### src/rtl/sevenseg_pkg.sv
// Constants and types shared by the seven-segment display path and its capture reader.
// Segment patterns are active-low with bit6=a ... bit0=g.
package sevenseg_pkg;

  localparam logic [6:0] SEG_BLANK = 7'b1111111;

  localparam logic [6:0] SEG_PAT [16] = '{
    7'b0000001, 7'b1001111, 7'b0010010, 7'b0000110,
    7'b1001100, 7'b0100100, 7'b0100000, 7'b0001111,
    7'b0000000, 7'b0000100, 7'b0001000, 7'b1100000,
    7'b0110001, 7'b1000010, 7'b0110000, 7'b0111000
  };

  typedef enum logic [1:0] {
    IDLE   = 2'd0,
    COUNT  = 2'd1,
    ACCEPT = 2'd2,
    HOLD   = 2'd3
  } cap_state_e;

  typedef struct packed {
    logic       legal;
    logic       blank;
    logic [3:0] nibble;
  } seg_dec_t;

  // Digit selects arrive active-low; callers pass the inverted (active-high) mask.
  function automatic logic sel_onehot(input logic [3:0] sel);
    return (sel != 4'd0) && ((sel & (sel - 4'd1)) == 4'd0);
  endfunction

  function automatic logic [1:0] sel_index(input logic [3:0] sel);
    logic [1:0] idx;
    idx = 2'd0;
    for (int i = 0; i < 4; i++) begin
      if (sel[i]) idx = 2'(i);
    end
    return idx;
  endfunction

endpackage

### src/rtl/sevenseg_capture_if.sv
// Bundle between the multiplexed display bus and the capture reader.
// Optional decimal-point capture is enabled with DP_EN.
interface sevenseg_capture_if;
  logic [3:0]  an;
  logic [6:0]  a_to_g;
  logic [15:0] value;
  logic [3:0]  blank;
  logic        frame_valid;
  logic        seg_err;
  logic        stale;
`ifdef DP_EN
  logic        dp;
  logic [3:0]  dp_out;

  modport master (
    output an, a_to_g, dp,
    input  value, blank, dp_out, frame_valid, seg_err, stale
  );
  modport slave (
    input  an, a_to_g, dp,
    output value, blank, dp_out, frame_valid, seg_err, stale
  );
`else
  modport master (
    output an, a_to_g,
    input  value, blank, frame_valid, seg_err, stale
  );
  modport slave (
    input  an, a_to_g,
    output value, blank, frame_valid, seg_err, stale
  );
`endif
endinterface

### src/rtl/sevenseg_decode.sv
// Combinational inverse of the seven-segment encoder: pattern -> {legal, blank, nibble}.
// A blank pattern is legal and reports nibble 0.
module sevenseg_decode
  import sevenseg_pkg::*;
(
  input  logic [6:0] i_seg,
  output seg_dec_t   o_dec
);

  always_comb begin
    o_dec = '0;
    if (i_seg == SEG_BLANK) begin
      o_dec.legal = 1'b1;
      o_dec.blank = 1'b1;
    end else begin
      for (int i = 0; i < 16; i++) begin
        if (i_seg == SEG_PAT[i]) begin
          o_dec.legal  = 1'b1;
          o_dec.nibble = 4'(i);
        end
      end
    end
  end

endmodule

### src/rtl/sevenseg_capture.sv
// Reads back the multiplexed 4-digit display bus into a 16-bit frame with glitch filtering.
// Define DP_EN to also capture the per-digit decimal point.
module sevenseg_capture
  import sevenseg_pkg::*;
#(
  parameter int STABLE_CYC  = 16,
  parameter int TIMEOUT_CYC = 2000000
) (
  input  logic              clk,
  input  logic              clr_n,
  sevenseg_capture_if.slave cap_bus
);

  localparam int CW = $clog2(STABLE_CYC + 1);
  localparam int TW = $clog2(TIMEOUT_CYC + 1);
  localparam logic [CW-1:0] CNT_DONE = CW'(STABLE_CYC);
  localparam logic [TW-1:0] TMO      = TW'(TIMEOUT_CYC);

  logic [3:0]    r_an_s1, r_an_s2;
  logic [6:0]    r_seg_s1, r_seg_s2;
  cap_state_e    r_state, w_state_nxt;
  logic [3:0]    r_ref_an;
  logic [6:0]    r_ref_seg;
  logic [CW-1:0] r_cnt;
  logic [15:0]   r_slot, w_slot_nxt;
  logic [3:0]    r_slot_blank, w_blank_nxt;
  logic [3:0]    r_seen, w_seen_nxt;
  logic [15:0]   r_value;
  logic [3:0]    r_blank;
  logic          r_frame_valid, r_seg_err, r_stale;
  logic [TW-1:0] r_timer, w_timer_nxt;

  logic          w_onehot, w_same, w_cnt_done;
  logic          w_ld_ref, w_cnt_inc, w_accept, w_wr, w_frame_done;
  logic [3:0]    w_sel;
  logic [1:0]    w_idx;
  seg_dec_t      w_dec;

  always_ff @(posedge clk or negedge clr_n) begin
    if (!clr_n) begin
      r_an_s1  <= 4'hF;
      r_an_s2  <= 4'hF;
      r_seg_s1 <= SEG_BLANK;
      r_seg_s2 <= SEG_BLANK;
    end else begin
      r_an_s1  <= cap_bus.an;
      r_an_s2  <= r_an_s1;
      r_seg_s1 <= cap_bus.a_to_g;
      r_seg_s2 <= r_seg_s1;
    end
  end

`ifdef DP_EN
  logic       r_dp_s1, r_dp_s2, r_ref_dp;
  logic [3:0] r_dp_slot, w_dp_nxt, r_dp_out;

  always_ff @(posedge clk or negedge clr_n) begin
    if (!clr_n) begin
      r_dp_s1 <= 1'b1;
      r_dp_s2 <= 1'b1;
    end else begin
      r_dp_s1 <= cap_bus.dp;
      r_dp_s2 <= r_dp_s1;
    end
  end

  assign w_same = (r_an_s2 == r_ref_an) && (r_seg_s2 == r_ref_seg) && (r_dp_s2 == r_ref_dp);
`else
  assign w_same = (r_an_s2 == r_ref_an) && (r_seg_s2 == r_ref_seg);
`endif

  assign w_onehot   = sel_onehot(~r_an_s2);
  assign w_cnt_done = (r_cnt == CNT_DONE);

  // state  | meaning
  // IDLE   | no single digit selected, or the sample just changed
  // COUNT  | candidate pattern latched, counting stable cycles
  // ACCEPT | pattern stable long enough; decode and store it
  // HOLD   | digit already taken; wait for the bus to move on
  always_ff @(posedge clk or negedge clr_n) begin
    if (!clr_n) r_state <= IDLE;
    else        r_state <= w_state_nxt;
  end

  always_comb begin
    w_state_nxt = r_state;
    case (r_state)
      IDLE:    if (w_onehot) w_state_nxt = COUNT;
      COUNT: begin
        if (!w_same)         w_state_nxt = IDLE;
        else if (w_cnt_done) w_state_nxt = ACCEPT;
      end
      ACCEPT:  w_state_nxt = HOLD;
      HOLD:    if (!w_same) w_state_nxt = IDLE;
      default: w_state_nxt = IDLE;
    endcase
  end

  always_comb begin
    w_ld_ref  = (r_state == IDLE) && w_onehot;
    w_cnt_inc = (r_state == COUNT) && w_same && !w_cnt_done;
    w_accept  = (r_state == ACCEPT);
  end

  always_ff @(posedge clk or negedge clr_n) begin
    if (!clr_n) begin
      r_ref_an  <= 4'hF;
      r_ref_seg <= SEG_BLANK;
      r_cnt     <= '0;
    end else if (w_ld_ref) begin
      r_ref_an  <= r_an_s2;
      r_ref_seg <= r_seg_s2;
      r_cnt     <= CW'(1);
    end else if (w_cnt_inc) begin
      r_cnt     <= r_cnt + 1'b1;
    end
  end

`ifdef DP_EN
  always_ff @(posedge clk or negedge clr_n) begin
    if (!clr_n)        r_ref_dp <= 1'b1;
    else if (w_ld_ref) r_ref_dp <= r_dp_s2;
  end
`endif

  sevenseg_decode u_decode (
    .i_seg (r_ref_seg),
    .o_dec (w_dec)
  );

  assign w_sel = ~r_ref_an;
  assign w_idx = sel_index(w_sel);
  assign w_wr  = w_accept && w_dec.legal;

  // The completing digit is merged combinationally so value sees it in the same update.
  always_comb begin
    w_slot_nxt  = r_slot;
    w_blank_nxt = r_slot_blank;
    w_seen_nxt  = r_seen;
    if (w_wr) begin
      w_slot_nxt[{w_idx, 2'b00} +: 4] = w_dec.nibble;
      w_blank_nxt[w_idx]              = w_dec.blank;
      w_seen_nxt                      = r_seen | w_sel;
    end
  end

  assign w_frame_done = w_wr && (w_seen_nxt == 4'hF);

  always_ff @(posedge clk or negedge clr_n) begin
    if (!clr_n) begin
      r_slot        <= '0;
      r_slot_blank  <= 4'hF;
      r_seen        <= '0;
      r_value       <= '0;
      r_blank       <= 4'hF;
      r_frame_valid <= 1'b0;
      r_seg_err     <= 1'b0;
    end else begin
      r_slot        <= w_slot_nxt;
      r_slot_blank  <= w_blank_nxt;
      r_seen        <= w_frame_done ? 4'h0 : w_seen_nxt;
      r_frame_valid <= w_frame_done;
      r_seg_err     <= w_accept && !w_dec.legal;
      if (w_frame_done) begin
        r_value <= w_slot_nxt;
        r_blank <= w_blank_nxt;
      end
    end
  end

`ifdef DP_EN
  always_comb begin
    w_dp_nxt = r_dp_slot;
    if (w_wr) w_dp_nxt[w_idx] = r_ref_dp;
  end

  always_ff @(posedge clk or negedge clr_n) begin
    if (!clr_n) begin
      r_dp_slot <= 4'hF;
      r_dp_out  <= 4'hF;
    end else begin
      r_dp_slot <= w_dp_nxt;
      if (w_frame_done) r_dp_out <= w_dp_nxt;
    end
  end

  assign cap_bus.dp_out = r_dp_out;
`endif

  // Stale is sticky from reset until the first frame, then tracks timer saturation.
  assign w_timer_nxt = w_frame_done ? '0 :
                       (r_timer == TMO) ? r_timer : r_timer + 1'b1;

  always_ff @(posedge clk or negedge clr_n) begin
    if (!clr_n) begin
      r_timer <= '0;
      r_stale <= 1'b1;
    end else begin
      r_timer <= w_timer_nxt;
      r_stale <= !w_frame_done && (r_stale || (w_timer_nxt == TMO));
    end
  end

  assign cap_bus.value       = r_value;
  assign cap_bus.blank       = r_blank;
  assign cap_bus.frame_valid = r_frame_valid;
  assign cap_bus.seg_err     = r_seg_err;
  assign cap_bus.stale       = r_stale;

endmodule
### src/flat_wrapper.sv
// flat-port wrapper written by rule: the top's interface ports become plain ports
module sevenseg_capture_flat import sevenseg_pkg::*;
#(
  parameter int STABLE_CYC  = 16,
  parameter int TIMEOUT_CYC = 2000000
)
  (clk, clr_n, cap_bus_an, cap_bus_a_to_g, cap_bus_value, cap_bus_blank, cap_bus_frame_valid, cap_bus_seg_err, cap_bus_stale);
  sevenseg_capture_if cap_bus_i ();
  input  logic clk;
  input  logic clr_n;
  input wire logic [$bits(cap_bus_i.an)-1:0] cap_bus_an;
  input wire logic [$bits(cap_bus_i.a_to_g)-1:0] cap_bus_a_to_g;
  output wire logic [$bits(cap_bus_i.value)-1:0] cap_bus_value;
  output wire logic [$bits(cap_bus_i.blank)-1:0] cap_bus_blank;
  output wire logic [$bits(cap_bus_i.frame_valid)-1:0] cap_bus_frame_valid;
  output wire logic [$bits(cap_bus_i.seg_err)-1:0] cap_bus_seg_err;
  output wire logic [$bits(cap_bus_i.stale)-1:0] cap_bus_stale;
  assign cap_bus_i.an = cap_bus_an;
  assign cap_bus_i.a_to_g = cap_bus_a_to_g;
  assign cap_bus_value = cap_bus_i.value;
  assign cap_bus_blank = cap_bus_i.blank;
  assign cap_bus_frame_valid = cap_bus_i.frame_valid;
  assign cap_bus_seg_err = cap_bus_i.seg_err;
  assign cap_bus_stale = cap_bus_i.stale;
  sevenseg_capture #(.STABLE_CYC(STABLE_CYC), .TIMEOUT_CYC(TIMEOUT_CYC)) u_core (.clk(clk), .clr_n(clr_n), .cap_bus(cap_bus_i));
endmodule
### config.mk
export PLATFORM = sky130hd
export DESIGN_NAME = sevenseg_capture_flat
export DESIGN_NICKNAME = d
export VERILOG_FILES = /design/src/rtl/sevenseg_pkg.sv /design/src/rtl/sevenseg_capture_if.sv /design/src/rtl/sevenseg_decode.sv /design/src/rtl/sevenseg_capture.sv /design/src/flat_wrapper.sv
export SDC_FILE = /design/constraint.sdc
export NUM_CORES = 1
export LEC_CHECK = 0
export ABC_AREA = 1
export CAP_MARGIN = 20
export CORE_MARGIN = 2
export CORE_UTILIZATION = 25
export CTS_CLUSTER_DIAMETER = 40
export DETAILED_ROUTE_END_ITERATION = 8
export SKIP_LAST_GASP = 1
export SLEW_MARGIN = 15
export SYNTH_ARGS = -nofsm -noshare
export SYNTH_HDL_FRONTEND = slang
export SYNTH_SLANG_ARGS = --single-unit
### constraint.sdc
create_clock -name clk -period 2 [get_ports clk]
set_input_delay 0.2 -clock clk [delete_from_list [all_inputs] [get_ports clk]]
set_output_delay 0.2 -clock clk [all_outputs]
set_load 0.1 [all_outputs]
## Word level (Yosys, flattened, before mapping)

Index checks and enable logic that the tools add are counted.

| cells by class | value |
|---|---|
| add/subtract/negate cells | 4 |
| magnitude comparators | 2 |
| equal/unequal tests | 28 |
| shift operators | 2 |
| multiplexer cells | 54 |
| bitwise operators | 4 |
| reduce and logical (&&, ||, !) cells | 20 |

Operators with widths:

| kind | count |
|---|---|
| $mux 4 | 18 |
| $eq 21x21->1 const B | 2 |
| $mux 21 | 2 |
| $eq 7x6->1 const B | 5 |
| $eq 7x7->1 const B | 5 |
| $add 21x1->21 const B | 1 |
| $mux 1 | 21 |
| $bwmux 16 | 1 |
| $mux 16 | 1 |
| $shift 4x6->16 const A | 1 |
| $shiftx 4x6->16 | 1 |
| $eq 7x3->1 const B | 2 |
| $eq 7x4->1 const B | 2 |
| $mux 2 | 6 |
| $logic_and 1x1->1 | 10 |
| $mux 5 | 2 |
| $not 4->4 | 2 |
| $pmux 2 s4 | 1 |
| $eq 7x1->1 const B | 1 |
| $eq 7x5->1 const B | 1 |
| $eq 7x7->1 | 1 |
| $logic_not 7->1 | 1 |
| $neg 4->6 | 1 |
| $add 5x1->5 const B | 1 |
| other kinds (22) | 25 |

| word-level totals | value |
|---|---|
| bits in registers | 108 |
| output and inout bits | 23 |
| word-level logic and storage cells | 131 |

## Depth between registers and ports, before layout

Gate-level depths: netlist of run 1.

| logic depth | value |
|---|---|
| depth in word-level cells | 26 |
| mapped depth | 19 |
| depth with buffers taken out | 19 |

## Cells and area by module

A second synthesis of run 1 with hierarchy kept.

| second synthesis, totals | value |
|---|---|
| cell total of the unflattened synthesis | 642 |
| area total of the unflattened synthesis | 5,350.1 um^2 |

Modules (own cells, without submodules):

| module | instances | cells each | area each (um^2) | seq. area each (um^2) |
|---|---|---|---|---|
| sevenseg_capture | 1 | 581 | 5,053.6 | 2,755.1 |
| sevenseg_decode | 1 | 61 | 296.5 | 0.0 |

## Worst setup path after synthesis of run 1

Ideal clock, no wire load.

| timing | value |
|---|---|
| path kind | register to register |
| start | register u_core.r_ref_seg[4] |
| end | register u_core.r_stale (netlist: u_core.cap_bus.stale) |
| library setup time | 68 ps |
| arrival | 1,963 ps |
| required time | 1,932 ps |
| path slack | -30 ps |
| stages on the path, launching flop included | 19 |
| path buffers | 0 |
| period minus slack after synthesis | 2,030 ps |
| path through | dfstp_2 > inv_2 > nand3_1 > inv_2 > nand2_2 > nand3_1 > nor2_2 > nand3_4 > nand2_4 > nand2_1 > nand2_2 > nor2_4 > nand2_8 > nand2_1 > nor2_2 > nand2_1 > nor2_1 > nor2_1 > nor2_1 |

| between the ends | value |
|---|---|
| longest elaborated chain between the ends | 26 |
| elaborated cells between the ends (all ways) | 43 |

Ends and longest elaborated chain:

| element | RTL line | source |
|---|---|---|
| start: declaration | sevenseg_capture.sv:23 | `logic [6:0] r_ref_seg;` |
| start signal: assignment | sevenseg_capture.sv:112 | `r_ref_seg <= r_seg_s2;` |
| $eq 7x1->1 | sevenseg_decode.sv:17 | `if (i_seg == SEG_PAT[i]) begin` |
| $mux 1 (16 in a row) | sevenseg_decode.sv:17 |  |
| $mux 1 * | sevenseg_decode.sv:12 | `if (i_seg == SEG_BLANK) begin` |
| $logic_and 1x1->1 * | sevenseg_capture.sv:133 | `assign w_wr = w_accept && w_dec.legal;` |
| $mux 4 | sevenseg_capture.sv:140 | `if (w_wr) begin` |
| $eq 4x4->1 | sevenseg_capture.sv:147 | `assign w_frame_done = w_wr && (w_seen_nxt == 4'hF);` |
| $logic_and 1x1->1 * | sevenseg_capture.sv:147 |  |
| $mux 21 * | sevenseg_capture.sv:191 | `assign w_timer_nxt = w_frame_done ? '0 :` |
| named net u_core.w_timer_nxt[19] | sevenseg_capture.sv:31 | `logic [TW-1:0] r_timer, w_timer_nxt;` |
| $eq 21x21->1 * | sevenseg_capture.sv:200 | `r_stale <= !w_frame_done && (r_stale \|\| (w_timer_nxt == TMO));` |
| $logic_or 1x1->1 * | sevenseg_capture.sv:200 |  |
| $logic_and 1x1->1 * | sevenseg_capture.sv:200 |  |
| end signal: assignment | sevenseg_capture.sv:200 |  |
| end: declaration | sevenseg_capture.sv:30 | `logic r_frame_valid, r_seg_err, r_stale;` |

The timed path passes the listed nets; every way through them passes the cells marked *.
A chain may end at the register's enable or synchronous reset.

## Worst setup path in the final report of run 1

| timing | value |
|---|---|
| start | register u_core.r_ref_seg[2] |
| end | register u_core.r_value[10] (netlist: u_core.cap_bus.value[10]) |

| between the ends | value |
|---|---|
| elaborated cells between the ends (all ways) | 57 |

RTL lines:

| element | RTL line | source |
|---|---|---|
| $eq 7x7->1 or $eq 7x1->1 (tied branches) | sevenseg_decode.sv:17 |  |
| $mux 1 | sevenseg_decode.sv:17 |  |
| $mux 4 or $mux 1 (tied branches) (14 in a row) | sevenseg_decode.sv:17 |  |
| $mux 4 or $mux 1 (tied branches) | sevenseg_decode.sv:12, sevenseg_decode.sv:17 |  |
| $shiftx 4x6->16 or $mux 1 (tied branches) | sevenseg_capture.sv:141, sevenseg_decode.sv:12 |  |
| $bwmux 16 or $logic_and 1x1->1 (tied branches) | sevenseg_capture.sv:141, sevenseg_capture.sv:133 |  |
| $mux 16 * | sevenseg_capture.sv:140 |  |
| named net u_core.w_slot_nxt[10] | sevenseg_capture.sv:25 | `logic [15:0] r_slot, w_slot_nxt;` |
| end signal: assignment | sevenseg_capture.sv:165 | `r_value <= w_slot_nxt;` |
| end: declaration | sevenseg_capture.sv:28 | `logic [15:0] r_value;` |

Marked as above.

==> metrics.md, run 1 <==
| Metric | Value |
|---|---|
| Clock transition at the registers of the reported paths | `0.07 ns` |
| Fmax | `0.439 GHz` |
| GRT overflow | `0` |
| Cell area after synthesis | `0.00512 sq mm` |
| CP Max Fanout | `8` |
| Critical Path Start | `u_core.r_ref_seg[2]` |
| DR DRC count | `0` |
| First-pass GRT wire length | `19600 microns` |
| Die W | `between 100 and 150 microns` |
| Initial DRC count | `214` |
| CP required | `2.30 ns` |
| FF-to-FF path depth | `14` |
| Fill count | `2064` |
| Num CTS Buffers | `9` |
| Initial antenna violation count | `0` |
| Startpoint types | `register` |
| Initial Util | `between 20% and 30%` |
| Minimum clock period | `about 2.3 ns` |
| Worst slew margin | `63.1%` |
| Status | `complete, but fails checks` |
| Critical Path Sink Type | `register` |
| Fin crit share | `114%` |
| Placed Instance Area | `0.00627 sq mm` |
| Final Hold Viols | `0` |
| Largest net degree at the start of global routing | `between 60 and 70` |
| Initial DRT Pass Iterations | `5` |
| Maximum VDD drop | `549 uV` |
| Violated checks | `negative setup slack` |
| Fin Hold WS | `0.245 ns` |
| Combinational family with the most area after synthesis | `simple AND/OR/NAND/NOR gates` |
| Cells after synthesis | `approximately 590` |
| FF/Latch Area | `~0.0028 sq mm` |
| Die H | `147 microns` |
| Post-Synth Adder-Cell Area | `2.20%` |
| Flops & latches, synth | `108` |
| Sequential element share of the synthesized area | `53.9%` |
| CP Data Arrival Time | `around 2.6 ns` |
| Ant. Diodes | `0` |
| CTS root buffer | `clkbuf_16` |
| Total Routing Usage GR | `11.2%` |
| Post-Synth XOR/XNOR Area | `2.74%` |
| Fin worst setup slack | `-0.280 ns` |
| Via density | `about 4.2` |
| Hold crit path type | `in -> reg` |
| Clk_lat worst skew | `approximately 0.36 ns` |
| Mean Syn Cell Area | `between 8 and 9 sq um` |
| Fin nets | `739` |
| RR Endpoint | `u_core.cap_bus.value[10]` |
| Syn nets | `615` |
| CORE AREA | `0.0202 sq mm` |
| Worst-margin pin slew | `0.553 ns` |
| Via count | `roughly 4200` |
| Longest Clk Path Bufs | `2` |
| Reg2Reg Setup Slack | `-0.28 ns` |
| Avg WL per Cell | `between 10 and 15 microns` |
| Placer Congestion | `0.830` |
| Synth Area in Compound Gates | `slightly above 7%` |
| Final Setup Violations | `61` |
| Vias in the first global route | `around 4200` |
| Static Leak | `3.36 nW` |
| Kind of critical path | `reg -> reg` |
| Maxcap violations | `0` |
| Final wirelength | `roughly 12000 microns` |
| Clk_skew | `0.0114 ns` |
| TritonCTS clock tree | `done` |
| IO Pins | `36` |
| Area of the multi-input gates | `0.00248 sq mm` |
| Post-synthesis mux area share | `0%` |
| Row cnt | `52` |
| Final Max Slew Viols | `0` |
| FF-to-FF Start | `u_core.r_ref_seg[2]` |
| Post-route cell area | `0.00716 sq mm` |
| DIE AREA | `0.0216 sq mm` |
| Dpl hpwl | `8100 microns` |
| Simple-gate area share of the yosys netlist | `between 20% and 30%` |
| Area delta synth->final | `39.9%` |
| Pwr per Cell Area | `between 900 and 1000 mW/mm^2` |
| Crit path to | `u_core.cap_bus.value[10]` |
| Yosys warns | `0` |
| Clk sinks | `around 110` |
| Post-route ant nets | `0` |
| Fraction of layout cells with a size suffix above 1 | `a little under two fifths` |
| IO buf count | `35` |
| Post-synthesis cell type count | `39` |
| Unrepaired setup endpoints after global routing | `yes` |
| CTS HTree Levels | `3` |
-- report_power, final --
group	internal [mW]	switching, mW	total [mW]	leakage, nW
logic	0.846	1.29	2.14	1.85
clock network	1.07	0.815	1.88	0.162
registers	2.45	0.204	2.66	1.34
-- through the flow --
stage | TNS, ns | std cells | total power [mW] | setup slack (ns) | util, %
global route | -18.89 | 992 | 7.07 | -0.462 | 35.5
finish | -10.07 | 992 | 6.68 | -0.280 | 35.5
CTS | -5.17 | 980 | 6.28 | -0.179 | 33.1
global placement | -4.29 | 961 | 4.29 | -0.162 | 31.1
detailed placement | -6.41 | 961 | 4.30 | -0.192 | 31.1
floorplan | -0.494 | 593 | 3.62 | -0.0287 | -
-- cells in the mapped netlist (all sizes together) --
| cell | n | share of area [%] |
|---|---|---|
| nand3 | 38 | 4.1 |
| o22ai | 1 | 0.12 |
| xor2 | 12 | 2.1 |
| o21ai | 38 | 3.7 |
| dfstp | 42 | 22 |
| o31ai | 4 | 0.59 |
| nand2 | 159 | 12 |
| o211ai | 2 | 0.29 |
| inv | 68 | 5.0 |
| or2 | 4 | 0.49 |
| xnor2 | 4 | 0.68 |
| a21oi | 13 | 1.3 |
| nor3b | 1 | 0.15 |
| nand4 | 13 | 1.7 |
| clkbuf | 2 | 0.15 |
| nor2 | 86 | 7.4 |
| nor4 | 2 | 0.24 |
| and3 | 2 | 0.24 |
| dfrtp | 66 | 32 |
| a41o | 1 | 0.20 |
| ha | 9 | 2.2 |
| buf | 6 | 0.78 |
| a21boi | 1 | 0.15 |
| o21a | 4 | 0.59 |
| a31oi | 1 | 0.12 |
| o41ai | 1 | 0.17 |
| nor3 | 13 | 1.4 |
-- how the worst min path moves through the flow --
| stage | startpoint | end | slack (ns) | cells after the start |
|---|---|---|---|---|
| global route | cap_bus_an[1] | u_core.r_an_s1[1] | 0.25 | 1 |
| CTS | cap_bus_a_to_g[5] | u_core.r_seg_s1[5] | 0.23 | 1 |
| floorplan | clr_n | async pin | -0.1 | 0 |
| finish | cap_bus_a_to_g[5] | u_core.r_seg_s1[5] | 0.24 | 1 |
| detailed placement | clr_n | u_core.r_cnt[0] | 0.23 | 2 |
| global placement | clr_n | u_core.r_cnt[0] | 0.23 | 2 |
-- sequential cells by signal, summed over array words and instances (netlist names), 5 cells and up, named ones only --
register	count
u_core.r_timer	21
u_core.cap_bus.value	16
u_core.r_seg_s2	7
u_core.r_ref_seg	7
u_core.r_cnt	5
u_core.r_slot	16
u_core.r_seg_s1	7
-- worst max-delay path, stage by stage, from the launching register on --
cell and delay (ns):
dfstp_2 0.62, inv_2 0.08, o211ai_1 0.24, nand2_2 0.13, nor2_4 0.14, nand3_4 0.14
nand2_4 0.10, buf_6 0.13, clkinv_8 0.09, buf_4 0.15, nand2_4 0.13, nand2_2 0.10
o31ai_4 0.06, nand2_1 0.07, nand2_1 0.06
-- final cells by class --
| type | count | area share [%] |
|---|---|---|
| clock inverter | 3 | 0.315 |
| tap | 270 | 4.72 |
| multi-input combinational | 409 | 34.6 |
| inverter | 68 | 3.85 |
| timing repair buffer | 121 | 13.8 |
| sequential | 108 | 38.5 |
| clock buffer | 13 | 4.23 |
-- layer usage --
| layer | global-route usage (%) | vias to the layer above | part of all wire [%] |
|---|---|---|---|
| li1 | - | 2148 | - |
| met1 | 14.7 | 1967 | 47 |
| met2 | 18.0 | 78 | 48 |
| met3 | 1.74 | 19 | 3.1 |
| met4 | 5.34 | 0 | 2.4 |
| met5 | 0 | - | 0 |
-- timing repair --
action / in CTS / in global routing
endpoints found under the hold margin: 66 / 0
hold buffers: 1 / 0
pin swaps: 4 / 30
endpoints found under the setup margin: 58 / 74
gates resized for setup: 16 / 107
buffers inserted: 2 / 12
-- cells in the final DEF, fill, tap and decap left out, types with 13 or more instances in the layout --
master   count
inv_1       58
dfstp_2     42
dfrtp_1     66
buf_4      103
nand2_2     14
nand2_1    137
nand3_1     24
o21ai_0     18
o21ai_2     16
nor2_2      13
nor2_1      61
-- cells by family (layout without fill, tap and decap cells) --
group,Yosys count,after routing
buf+inv,76,205
flops,108,108
simple gates,318,318
compound gates,66,66
xor+xnor,16,16
fa+ha+maj,9,9
(Power assumes the default switching activity.)
==> inputs of run 2 (changes only) <==
--- a/config.mk
+++ b/config.mk
@@ -16,3 +16,4 @@
 export SYNTH_ARGS = -nofsm -noshare
 export SYNTH_HDL_FRONTEND = slang
 export SYNTH_SLANG_ARGS = --single-unit
+export TNS_END_PERCENT = 20
==> metrics.md, run 2 (synthesis results as in run 1) <==
| Metric | Value |
|---|---|
| Dpl hpwl | `8100 microns (unchanged)` |
| Initial DRC count | `213 (-0.47%)` |
| Hold crit path type | `in -> reg` |
| Static Leak | `3.23 nW (-3.9%)` |
| CTS HTree Levels | `3 (unchanged)` |
| CP Max Fanout | `10 (+2)` |
| Placer Congestion | `0.830 (unchanged)` |
| Initial Util | `25.4% (unchanged)` |
| Crit-path cells | `buf_4, nand3_2, nor2_2, nor2_4, nand2_2, nor2_4, nand3_4, nand2_4, nand2_2, nand2_2, nor2_4, nand2_8, inv_4, clkbuf_16, nand2_1, nand2_1` |
| DIE AREA | `0.0216 sq mm (unchanged)` |
| Post-route cell area | `0.00680 sq mm (-4.9%)` |
| Switch share | `32.9% (-1.7 points)` |
| Switching pwr | `2.10 mW (-9.4%)` |
| Crit path largest cell delay | `0.57 ns (-0.05 ns)` |
| Status | `complete, but fails checks` |
| Max reg flops | `21 (unchanged)` |
| Die H | `147 microns (unchanged)` |
| Fmax | `0.443 GHz (+0.96%)` |
| Minimum clock period | `2.26 ns (-0.0218 ns)` |
| Maxcap violations | `0 (unchanged)` |
| Unrepaired setup endpoints after global routing | `yes` |
| Vias in the first global route | `4210 (+0.50%)` |
| First-pass GRT wire length | `19600 microns (about the same)` |
| Initial antenna violation count | `0 (unchanged)` |
| Area delta synth->final | `33.0%` |
| Fin Hold WS | `0.243 ns (-0.00158 ns)` |
| Maximum VDD drop | `551 uV (+0.43%)` |
| CP Data Arrival Time | `2.56 ns (-0.02 ns)` |
| Clk sinks | `108 (unchanged)` |
| GRT overflow | `0 (unchanged)` |
| Pwr per Cell Area | `937 mW/mm^2 (+0.39%)` |
| Startpoint types | `register` |
| TritonCTS clock tree | `done` |
| Fin crit share | `113% (-1.1 points)` |
| Fin worst setup slack | `-0.258 ns (+0.0218 ns)` |
| HP Start | `cap_bus_a_to_g[5]` |
| DR DRC count | `0 (unchanged)` |
| CP top delay family | `simple AND/OR/NAND/NOR gates` |
| Final wirelength | `11400 microns (-2.8%)` |
| Buf/Inv on CP | `3 (-1)` |
| CP required | `2.30 ns (about the same)` |
| Slowest cell on crit path | `dfstp_2` |
| IO buf count | `35 (unchanged)` |
| Die W | `147 microns (unchanged)` |
| Clock transition at the registers of the reported paths | `0.07 ns (about the same)` |
| Seq pwr share | `41.6% (+1.8 points)` |
| Worst-margin pin slew | `0.545 ns (-0.00785 ns)` |
| Via count | `4133 (-1.9%)` |
| Worst slew margin | `63.5% (+0.39 points)` |
| Clk_lat worst skew | `0.36 ns (about the same)` |
| Final Hold Viols | `0 (unchanged)` |
| Clock Power Share | `29.6% (+1.4 points)` |
| Biggest register | `u_core.r_timer` |
| Ant. Diodes | `0 (unchanged)` |
| Num CTS Buffers | `9 (unchanged)` |
| Longest Clk Path Bufs | `2 (unchanged)` |
| CTS root buffer | `clkbuf_16` |
| Avg WL per Cell | `11.5 microns (-2.1%)` |
| Fraction of layout cells with a size suffix above 1 | `31.7% (-6.5 points)` |
| Commonest non-fill, non-tap cell in the layout | `nand2_1` |
| Kind of critical path | `reg -> reg` |
| FF-to-FF Start | `u_core.r_ref_seg[5]` |
| Clk_skew | `0.0119 ns (+0.000441 ns)` |
| IO Pins | `36 (unchanged)` |
| Critical Path Start | `u_core.r_ref_seg[5]` |
| CORE AREA | `0.0202 sq mm (unchanged)` |
| Violated checks | `negative setup slack` |
| Initial DRT Pass Iterations | `4 (-1)` |
| Final Max Slew Viols | `0 (unchanged)` |
| Critical Path Sink Type | `register` |
| Via density | `4.20 (-1.2%)` |
| Largest net degree at the start of global routing | `63 (unchanged)` |
| Post-route ant nets | `0 (unchanged)` |
| Pint | `4.28 mW (-2.0%)` |
| Fin nets | `732 (-0.95%)` |
| Placed Instance Area | `0.00627 sq mm (unchanged)` |
| Most frequent cells in the layout | `nand2_1 (145), buf_4 (98), nor2_1 (66), dfrtp_1 (66), inv_1 (58)` |
| Combinational share of power | `28.8% (-3.2 points)` |
| Final Setup Violations | `69 (+13%)` |
| Row cnt | `52 (unchanged)` |
| Total Routing Usage GR | `11.1% (-0.013 points)` |
## run 2: cell count changes in the layout (fill, tap and decap cells not counted), sizes merged
cell	before	now
clkinv	3	2
clkbuf	13	14
buf	109	101
inv	68	69
## run 2: routing by layer
layer / share of wire (%) / GRT usage [%]
met3: 2.7 / 1.83
met2: 47 / 18.1
met4: 2.5 / 5.53
met1: 48 / 14.4
met5: 0 / 0
## run 2: metrics by stage
step / power [mW] / std cells / worst slack, ns / utilization (%) / setup TNS, ns
after floorplan: 3.62 / 593 / -0.0287 / - / -0.494
after global placement: 4.29 / 961 / -0.162 / 31.1 / -4.29
after detailed placement: 4.30 / 961 / -0.192 / 31.1 / -6.41
after CTS: 6.27 / 980 / -0.179 / 33.0 / -5.35
after global routing: 6.78 / 985 / -0.464 / 33.7 / -23.72
final: 6.38 / 985 / -0.258 / 33.7 / -11.48
## run 2: repair_timing
| action | CTS | global route |
|---|---|---|
| endpoints found under the hold margin | 66 | 0 |
| buffers inserted | 2 | 4 |
| hold buffers | 1 | 0 |
| pin swaps | 4 | 12 |
| gates cloned | 0 | 1 |
| resized for setup | 10 | 23 |
| setup endpoints to repair | 58 | 74 |
## run 2: power groups by stage
stage	Clock, mW	Sequential (mW)	Combinational (mW)
2_1_floorplan	0	2.64	0.981
3_3_place_gp	0	2.66	1.63
3_5_place_dp	0	2.67	1.63
4_1_cts	1.95	2.63	1.68
5_1_grt	2.02	2.69	2.07
6_report	1.89	2.65	1.84
## run 2: area by class of cell
class	instances	area (sq um)
Clock buffer	13	303
Clock inverter	3	22.5
Fill cell	2114	13400
Inverter	68	260
Multi-Input combinational cell	409	2180
Sequential cell	108	2760
Tap cell	270	338
Timing Repair Buffer	114	941
## run 2: worst register-to-register path, delay by kind of cell (launching register included)
| family | cells | cell delay (ns) |
|---|---|---|
| buf+inv | 3 | 0.41 |
| flops | 1 | 0.57 |
| simple gates | 13 | 1.23 |
## run 2: worst paths after layout
check / to / slack, ns / cells past startpoint
setup / recovery: u_core.cap_bus.value[12] / -0.26 / 16
hold / removal: u_core.r_seg_s1[5] / 0.24 / 1
setup reg to reg: u_core.cap_bus.value[12] / -0.26 / 16
hold reg to reg: u_core.r_seg_s2[0] / 0.35 / 0
max in group asynchronous: u_core.r_seg_s1[4] / 1.09 / 3
min in group asynchronous: u_core.r_cnt[0] / 0.40 / 3
